<file path="config.mk">
export PLATFORM = sky130hd
export DESIGN_NAME = instr_fetch_seq
export DESIGN_NICKNAME = d
export VERILOG_FILES = /design/src/rtl/instr_fetch_seq.sv
export SDC_FILE = /design/constraint.sdc
export NUM_CORES = 1
export LEC_CHECK = 0
export BUFFER_PORTS_ARGS = -buffer_cell sky130_fd_sc_hd__clkbuf_2
export CORE_ASPECT_RATIO = 1.4
export CORE_MARGIN = 4
export CORE_UTILIZATION = 48
export DETAILED_ROUTE_END_ITERATION = 6
export GPL_ROUTABILITY_DRIVEN = 1
export HOLD_SLACK_MARGIN = 0.05
export PLACE_DENSITY_LB_ADDON = 0.12
export SKIP_LAST_GASP = 1
export SYNTH_ARGS = -nofsm -noshare
export SYNTH_HDL_FRONTEND = slang
export SYNTH_SLANG_ARGS = --single-unit
</file>
<file path="constraint.sdc">
create_clock -name clk -period 3.15 [get_ports clk]
set_input_delay 0 -clock clk [delete_from_list [all_inputs] [get_ports clk]]
set_output_delay 0 -clock clk [all_outputs]
set_load 0.05 [all_outputs]
</file>
<file path="src/rtl/instr_fetch_seq.sv">
// Instruction fetch / sequencer for the 16-bit single-cycle CPU.
// Owns the PC, fetches instruction words over a req/ack handshake, presents
// opcode/funct to the control unit and selects the next PC from the control
// unit's Branch/Jump/Jump_Branch outputs and the ALU zero flag.
module instr_fetch_seq #(
  parameter int unsigned     PC_W     = 16,
  parameter logic [PC_W-1:0] RESET_PC = '0
) (
  input  logic            clk,
  input  logic            reset,
  input  logic            run,
  input  logic            hold,
  output logic            imem_req,
  output logic [PC_W-1:0] imem_addr,
  input  logic            imem_ack,
  input  logic [15:0]     imem_rdata,
  output logic [15:0]     instr,
  output logic [3:0]      opcode,
  output logic [3:0]      Funct_field,
  output logic            instr_valid,
  input  logic            Branch,
  input  logic            Jump,
  input  logic            Jump_Branch,
  input  logic            zero,
  output logic [PC_W-1:0] pc,
  output logic [15:0]     retired,
  output logic            illegal_op
);

  typedef enum logic [1:0] {
    IDLE  = 2'd0,
    FETCH = 2'd1,
    EXEC  = 2'd2
  } state_t;

  localparam logic [3:0] OP_BEQ     = 4'b0100;
  localparam logic [3:0] OP_BNE     = 4'b0101;
  localparam logic [3:0] OP_ILL_MIN = 4'b0111;

  state_t          state;
  state_t          state_nx;
  logic            latch_instr;
  logic            advance;
  logic            is_illegal;
  logic            br_taken;
  logic [PC_W-1:0] pc1;
  logic [PC_W-1:0] br_off;
  logic [PC_W-1:0] next_pc;

  // Decode fields are a pure function of the latched instruction.
  assign opcode      = instr[15:12];
  assign Funct_field = instr[3:0];

  // Address is only driven while a request is outstanding.
  assign imem_addr = imem_req ? pc : '0;

  // Next-PC selection; illegal opcodes and inconsistent control fall through to pc+1.
  always_comb begin
    pc1        = pc + PC_W'(1);
    br_off     = {{(PC_W-6){instr[5]}}, instr[5:0]};
    is_illegal = (opcode >= OP_ILL_MIN);
    br_taken   = Branch && (((opcode == OP_BEQ) && zero) ||
                            ((opcode == OP_BNE) && !zero));
    next_pc    = pc1;
    if (!is_illegal && Jump_Branch) begin
      if (Jump) begin
        next_pc = {pc1[PC_W-1:12], instr[11:0]};
      end else if (br_taken) begin
        next_pc = pc1 + br_off;
      end
    end
  end

  // Next-state and Moore/Mealy outputs of the fetch/execute sequencer.
  always_comb begin
    state_nx    = state;
    imem_req    = 1'b0;
    instr_valid = 1'b0;
    illegal_op  = 1'b0;
    latch_instr = 1'b0;
    advance     = 1'b0;
    case (state)
      IDLE: begin
        if (run) begin
          state_nx = FETCH;
        end
      end
      FETCH: begin
        imem_req = 1'b1;
        if (imem_ack) begin
          latch_instr = 1'b1;
          state_nx    = EXEC;
        end
      end
      EXEC: begin
        instr_valid = 1'b1;
        if (!hold) begin
          advance    = 1'b1;
          illegal_op = is_illegal;
          state_nx   = run ? FETCH : IDLE;
        end
      end
      default: begin
        state_nx = IDLE;
      end
    endcase
  end

  // State register.
  always_ff @(posedge clk or posedge reset) begin
    if (reset) begin
      state <= IDLE;
    end else begin
      state <= state_nx;
    end
  end

  // Instruction register, loaded on the acknowledged fetch.
  always_ff @(posedge clk or posedge reset) begin
    if (reset) begin
      instr <= '0;
    end else if (latch_instr) begin
      instr <= imem_rdata;
    end
  end

  // PC and retired-instruction counter advance when EXEC completes.
  always_ff @(posedge clk or posedge reset) begin
    if (reset) begin
      pc      <= RESET_PC;
      retired <= '0;
    end else if (advance) begin
      pc      <= next_pc;
      retired <= retired + 16'd1;
    end
  end

endmodule
</file>
After elaboration in Yosys (flattened, before gate mapping)

Cells that the tools add are included.

Bits in registers: 50
Bits of input ports: 25
Output and inout bits: 75

Add/sub/neg operators: 3
Order comparisons: 1
Equal/unequal tests: 7
Multiplexer cells: 17
Reductions and logical operators: 9

Operators with widths:

| operator                                                                             | number |
|---|---|
| 16-bit two-way mux                                                                   | 4 |
| 16-bit by 1-bit adder with 16-bit output (second input constant)                     | 2 |
| 16-bit adder                                                                         | 1 |
| 1-bit two-way mux                                                                    | 9 |
| 4-bit by 3-bit == test with 1-bit output (second input constant)                     | 2 |
| 2-bit two-way mux                                                                    | 3 |
| 2-bit inequality test (second input constant)                                        | 3 |
| 2-bit case mux with 3 select lines                                                   | 1 |
| 4-bit by 3-bit greater-or-equal comparator with 1-bit output (second input constant) | 1 |
| 1-bit logical AND                                                                    | 4 |
| 3-bit AND reduction                                                                  | 1 |
| 2-bit by 1-bit == test with 1-bit output (second input constant)                     | 1 |
| 2-bit == test (second input constant)                                                | 1 |
| 1-bit logical NOT                                                                    | 2 |
| 2-bit logical NOT                                                                    | 1 |
| 1-bit logical OR                                                                     | 1 |

Logic depth before layout (Yosys ltp)

Gate-level depths: netlist (run 1).

Depth in word-level cells: 7
Depth in mapped cells: 14
Depth with buffers taken out: 14

Least setup slack after synthesis (run 1)

Ideal clock, no wire load.

Path type: register to register
Start: register pc[1]
End: register pc[15]
Arrival time: 3.294 ns
Required time: 3.006 ns
Slack: -0.287 ns
Stages on the path, launching flop included: 15
Cell sequence: dfrtp_1 -> ha_1 -> and3_1 -> clkbuf_1 -> nand3_1 -> xnor2_1 -> ha_1 -> a21oi_1 -> o21bai_1 -> a21oi_1 -> o31ai_4 -> and3_2 -> o311ai_1 -> o41ai_1 -> xor2_1

Longest elaborated chain between the ends: 5

Ends and longest elaborated chain:

| what                                         | line | source |
|---|---|---|
| start: declaration                           | 25   | `output logic [PC_W-1:0] pc,` |
| start signal: assignment                     | 133  | `pc <= next_pc;` |
| 16-bit by 1-bit adder with 16-bit output (*) | 59   | `pc1 = pc + PC_W'(1);` |
| 16-bit adder                                 | 69   | `next_pc = pc1 + br_off;` |
| 16-bit two-way mux                           | 68   | `end else if (br_taken) begin` |
| 16-bit two-way mux                           | 66   | `if (Jump) begin` |
| 16-bit two-way mux (*)                       | 65   | `if (!is_illegal && Jump_Branch) begin` |

Mark *: on every way between the ends. The rest lies on a longest branch, timed or not.
A chain may end at the register's enable or synchronous reset.

Worst setup path in the final report (run 1)

Start: register pc[9]
End: register pc[15]

Same word-level chain as after synthesis.

==> flow_summary.yaml, run 1 <==
run_status:
  status: "finished clean"
setup_path:
  cp_cell_sequence: "and3_1, and4_1, and2_1, xor2_1, ha_1, and2_1, a221oi_2, nand3_1, a31oi_1, o311ai_1, o41ai_1, xor2_1"
  crit_arrival_ns: 3.21
  required_ns: 3.39
  end_kind: "register"
  crit_start: "pc[9]"
  path_max_fanout: 6
  crit_path_start_kind: "register"
  r2r_start: "pc[9]"
  slowest_delay_ns: 0.51
  reg2reg_slack_ns: 0.18
  timing.rr.end: "pc[15]"
  criticalPathCategory: "register to register"
  crit_path_top_delay_cell: "dfrtp_1"
  r2r_cells: 12
logic_synthesis:
  synth-simple-area-share_pct: 19.0
  synth.most_common_cell: "dfrtp_1"
  synth_fp_nets: 429
  synth_edf_count: 0
  synth_top_family_by_area: "simple AND/OR/NAND/NOR gates"
  synth.top_cell.area_share_pct: 35.3
  synth_cells: 382
  synth_compound_area_share_pct: 16.9
  synthTopCellsByArea: "dfrtp_1, ha_1, xnor2_1, mux2_2, xor2_1"
  synth_top_area_cell: "dfrtp_1"
  netlist_area_mm2: 0.00354
  synthArstFlopShare_pct: 100
  synth-xor-area-share_pct: 10.6
  muxShareOfSynthArea_pct: 5.97
  synth_adder_area_share_pct: 7.98
  ys_seq_area_share_pct: 35.3
  ys_top_cells_by_count: "dfrtp_1, nand2_1, xnor2_1"
  syn_avg_cell_area_um2: 9.27
  yosysWarnings: 0
  synth-seq-cells: 50
  synth_ff_type: "dfrtp_1"
  post_synth_num_cell_types: 59
cts:
  clockBufferDepth: 2
  clock-sinks: 50
  htreeDepth: 2
  cts_made_buffers: 5
  cts.clk_slew.worst_paths_ns: 0.10
  cts_tree: "done"
  clock_latency_ns: 0.31
  cts_root_buffer: "clkbuf_8"
drt:
  antenna_left: 0
  drt_iter0_drc: 124
  highest_layer: "met4"
  wl_met3_um: 398
  wl_met2_um: 5110
  drt-met1-wl_um: 3750
  firstDrtPassIters: 4
  drt_wl_total_um: 9700
  vias: 3320
  drc_errors: 0
  wl_per_cell_um: 16.3
  via_per_inst: 5.59
global_route:
  grt_use_total_pct: 22.6
  first_global_vias: 3321
  grt_pass1_wl_um: 15500
  grt_max_degree: 51
  overflow: 0
  antenna_found_initial: 0
sta:
  finalSetupViolCount: 0
  max_freq_ghz: 0.337
  rsz0062_at_grt: "true"
  finalCritPeriodShare_pct: 94.3
  tightest_slew_ns: 1.06
  fin_hold_ws_ns: 0.197
  finalSetupTns_ns: 0
  period_needed_ns: 2.97
  hold_viol: 0
  fin_skew_ns: 0.00480
  slew_violations: 0
  slew_headroom_pct: 29.5
job:
  cap_violations: 0
cells_and_area:
  multi_input_area_mm2: 0.00218
  final_area_mm2: 0.00449
  ff_latch_area_mm2: 0.00126
  drive_above_1_share_pct: 32.1
  utilization_pct: 63.4
  syn2layout_area_growth_pct: 26.7
  fillCellCount: 644
  n_antenna_cell: 0
  layout.nets: 545
min_path:
  holdPathEnd: "pc[7]"
  hold_depth: 5
  holdCritStartpoint: "zero"
  hold_class: "input port to register"
die:
  core_mm2: 0.00707
  dieArea_mm2: 0.00884
  boundaryPins: 100
  num_rows: 36
  dieHeight_um: 110
  initial_core_util_pct: 50.1
  die_w_um: 80.6
placed_design:
  gp_congestion: 0.840
  place_area_mm2: 0.00413
  dp_hpwl_um: 7070
  io_buffers: 99
power:
  leakage_uw: 0.00217
  max-vdd-ir-drop_mv: 0.885
  total_power_uw: 5100
  p_per_area_mw_per_mm2: 1140
## placed cells by master, fill, tap and decap left out, types with 3 or more instances in the layout
master,synthesis,layout
dfrtp_2,0,8
ha_1,21,20
nor2_2,2,3
nor2_1,22,21
nand4_1,7,7
a221oi_1,4,3
dlygate4sd3_1,0,21
a21oi_1,24,24
dfrtp_1,50,42
a22oi_1,4,4
a211oi_1,3,3
buf_4,8,13
and3_1,9,8
xnor2_1,25,24
a31oi_1,7,7
o22ai_1,4,4
o21ai_0,14,14
mux2_2,17,17
and2_1,19,20
a21o_1,5,5
nor3_1,3,3
nand2_1,33,33
inv_1,6,5
nand3_1,17,17
o21a_1,3,3
xor2_1,18,18
clkbuf_8,0,6
clkbuf_2,0,99
## sequential cells by signal, summed over array words and instances, names as in the netlist
| signal | count |
|---|---|
| instr | 16 |
| pc | 16 |
| retired | 16 |
| state | 2 |
## worst max-delay path by stage
stage                   to  slack (ns)  cells past startpoint
floorplan           pc[15]        0.02                     12
global placement    pc[15]        0.16                     11
detailed placement  pc[15]        0.06                     12
CTS                 pc[15]        0.01                     12
global route        pc[10]       -0.03                     11
finish              pc[15]        0.18                     12
## report_power, final
group          switching [µW]  leakage [µW]  total (µW)  internal [µW]
combinational            2350       0.00149        3510           1160
clock                     236     0.0000478         418            181
sequential                319      0.000630        1170            854
## worst max-delay path, delay by kind of cell (launching register included)
family / cells / cell delay, ns
XOR/XNOR: 2 / 0.39
AO/OA/AOI/OAI: 4 / 0.75
flip-flops: 1 / 0.51
AND/OR/NAND/NOR: 5 / 0.98
adder cells (fa/ha/maj): 1 / 0.28
## cell families (layout without fill, tap and decap cells)
| logic type | Yosys count | in the layout |
|---|---|---|
| AO/OA/AOI/OAI | 88 | 88 |
| XOR/XNOR | 43 | 43 |
| adder cells (fa/ha/maj) | 22 | 22 |
| buffers and inverters | 31 | 148 |
| flip-flops | 50 | 50 |
| multiplexers | 19 | 19 |
| AND/OR/NAND/NOR | 129 | 129 |
## stage by stage
step	cells	setup slack [ns]
after floorplan	382	0.0197
after global placement	561	0.163
after detailed placement	561	0.0621
after CTS	590	0.0108
after global routing	594	-0.0342
final	594	0.181
## what timing repair did
| action | in CTS | in global routing |
|---|---|---|
| buffers inserted | 0 | 4 |
| hold buffers | 21 | 0 |
| endpoints found under the setup margin | 0 | 4 |
| resized for setup | 0 | 7 |
| endpoints found under the hold margin | 68 | 0 |
## cell type report
cell class | instances | share of cell area, %
clock buffers | 6 | 1.84
clock inverters | 2 | 0.363
inverters | 7 | 0.586
multi-input cells | 301 | 48.5
flip-flops and latches | 50 | 28.1
well taps | 95 | 2.65
repair buffers | 133 | 17.9
## metal layers
metal	track usage (%)	vias up
met1	25.1	1587
met2	41.3	104
met5	0	-
met3	3.11	34
li1	-	1595
met4	12.1	0
No activity file was read; power rests on OpenSTA's default activity.
==> run 2: changes to the inputs <==
--- a/config.mk
+++ b/config.mk
@@ -6,6 +6,7 @@
 export NUM_CORES = 1
 export LEC_CHECK = 0
 export BUFFER_PORTS_ARGS = -buffer_cell sky130_fd_sc_hd__clkbuf_2
+export CAP_MARGIN = 20
 export CORE_ASPECT_RATIO = 1.4
 export CORE_MARGIN = 4
 export CORE_UTILIZATION = 48
==> constraint.sdc (replaced) <==
create_clock -name clk -period 3.15 [get_ports clk]
set_input_delay 0.315 -clock clk [delete_from_list [all_inputs] [get_ports clk]]
set_output_delay 0.315 -clock clk [all_outputs]
set_load 0.05 [all_outputs]
==> flow_summary.yaml, run 2 (same netlist as run 1, synthesis figures left out) <==
run_status:
  status: "finished clean"
sta:
  tightest_slew_ns: 0.771
  rsz0062_at_grt: "true"
  slew_headroom_pct: 48.5
  finalCritPeriodShare_pct: 96.1
  setup_ws_ns: 0.124
  max_freq_ghz: 0.330
  period_needed_ns: 3.03
  fin_skew_ns: 0.0106
  finalSetupViolCount: 0
  hold_viol: 0
  slew_violations: 0
cells_and_area:
  reg_top3: "instr (16), pc (16), retired (16)"
  layout_commonest_cell: "clkbuf_2"
  final_cell_mix: "clkbuf_2, dfrtp_1, nand2_1, xnor2_1, a21oi_1"
  syn2layout_area_growth_pct: 22.5
  layout.nets: 526
  n_antenna_cell: 0
  drive_above_1_share_pct: 34.4
drt:
  drc_errors: 0
  vias: 3158
  via_per_inst: 5.49
  antenna_left: 0
  drt_iter0_drc: 162
  firstDrtPassIters: 4
  drt_wl_total_um: 9160
  wl_per_cell_um: 15.9
die:
  boundaryPins: 100
  core_mm2: 0.00707
  dieHeight_um: 110
  dieArea_mm2: 0.00884
  initial_core_util_pct: 50.1
  num_rows: 36
  die_w_um: 80.6
setup_path:
  critical-path-top-delay-family: "compound AO/OA/AOI/OAI gates"
  path_common_cell: "and3_2"
  required_ns: 3.34
  criticalPathCategory: "register to register"
  crit_path_top_delay_cell: "dfrtp_2"
  slowest_delay_ns: 0.42
  crit_buf_inv: 0
  crit_path_start_kind: "register"
  crit_arrival_ns: 3.22
  cp_cell_sequence: "and3_1, and3_2, nand3_1, xnor2_1, ha_1, a21oi_1, o21bai_1, a21oi_2, o31ai_4, and3_2, o311ai_1, o41ai_2, xor2_1"
  path_max_fanout: 6
  end_kind: "register"
min_path:
  hold_class: "input port to register"
cts:
  htreeDepth: 2
  cts.clk_slew.worst_paths_ns: 0.10
  clock_latency_ns: 0.31
  cts_root_buffer: "clkbuf_8"
  cts_made_buffers: 5
  clockBufferDepth: 2
  clock-sinks: 50
  cts_tree: "done"
global_route:
  grt_pass1_wl_um: 14700
  grt_use_total_pct: 21.4
  first_global_vias: 3104
  antenna_found_initial: 0
  grt_max_degree: 29
  overflow: 0
placed_design:
  gp_congestion: 0.843
  dp_hpwl_um: 7040
  post-place-ws_ns: 0.0905
  io_buffers: 99
power:
  p_per_area_mw_per_mm2: 1180
  max-vdd-ir-drop_mv: 0.983
  total_power_uw: 5110
  leakage_uw: 0.00212
job:
  cap_violations: 0
## run 2: tightest hold or removal path: stages
cell	delay, ns
clkbuf_2	0.09
nand2_1	0.04
o21ai_0	0.06
## run 2: worst paths after layout
path / startpoint / endpoint / slack [ns] / depth (start not counted)
max: pc[3] / pc[15] / 0.12 / 13
min: run / state[0] / 0.22 / 3
max reg2reg: pc[3] / pc[15] / 0.12 / 13
min reg2reg: retired[15] / retired[15] / 0.48 / 1
max in group asynchronous: reset / pc[4] / 2.05 / 4
min in group asynchronous: reset / retired[0] / 0.55 / 3
## run 2: per-stage QoR
| step | hold WS [ns] | setup TNS, ns | instances | util (%) | cell area [µm²] |
|---|---|---|---|---|---|
| 2_1_floorplan | 0.429 | 0 | 382 | - | 3570 |
| 3_3_place_gp | 0.465 | 0 | 562 | 58.4 | 4130 |
| 3_5_place_dp | 0.352 | 0 | 563 | 58.7 | 4150 |
| 4_1_cts | 0.210 | 0 | 572 | 60.5 | 4280 |
| 5_1_grt | 0.221 | -0.152 | 575 | 61.4 | 4340 |
| 6_report | 0.217 | 0 | 575 | 61.4 | 4340 |
## run 2: layout make-up
cell class	count	area, µm²
Clock buffer	5	68.8
Clock inverter	3	47.5
Fill cell	655	2730
Inverter	7	26.3
Multi-Input combinational cell	301	2190
Sequential cell	50	1260
Tap cell	95	119
Timing Repair Buffer	114	623
## run 2: power by group
part           internal, µW  switching (µW)
Clock                   241             235
Combinational          1130            2320
Sequential              855             325
## run 2: what timing repair did
action,CTS,global route
setup buffers,0,3
endpoints found under the hold margin,22,0
hold buffers,1,0
endpoints found under the setup margin,0,4
gates resized for setup,0,10
## run 2: metal layers
metal / global-route usage, % / wire [µm]
met2: 38.8 / 4830
met5: 0 / 0
met3: 2.70 / 477
met4: 9.30 / 313
met1: 24.8 / 3540
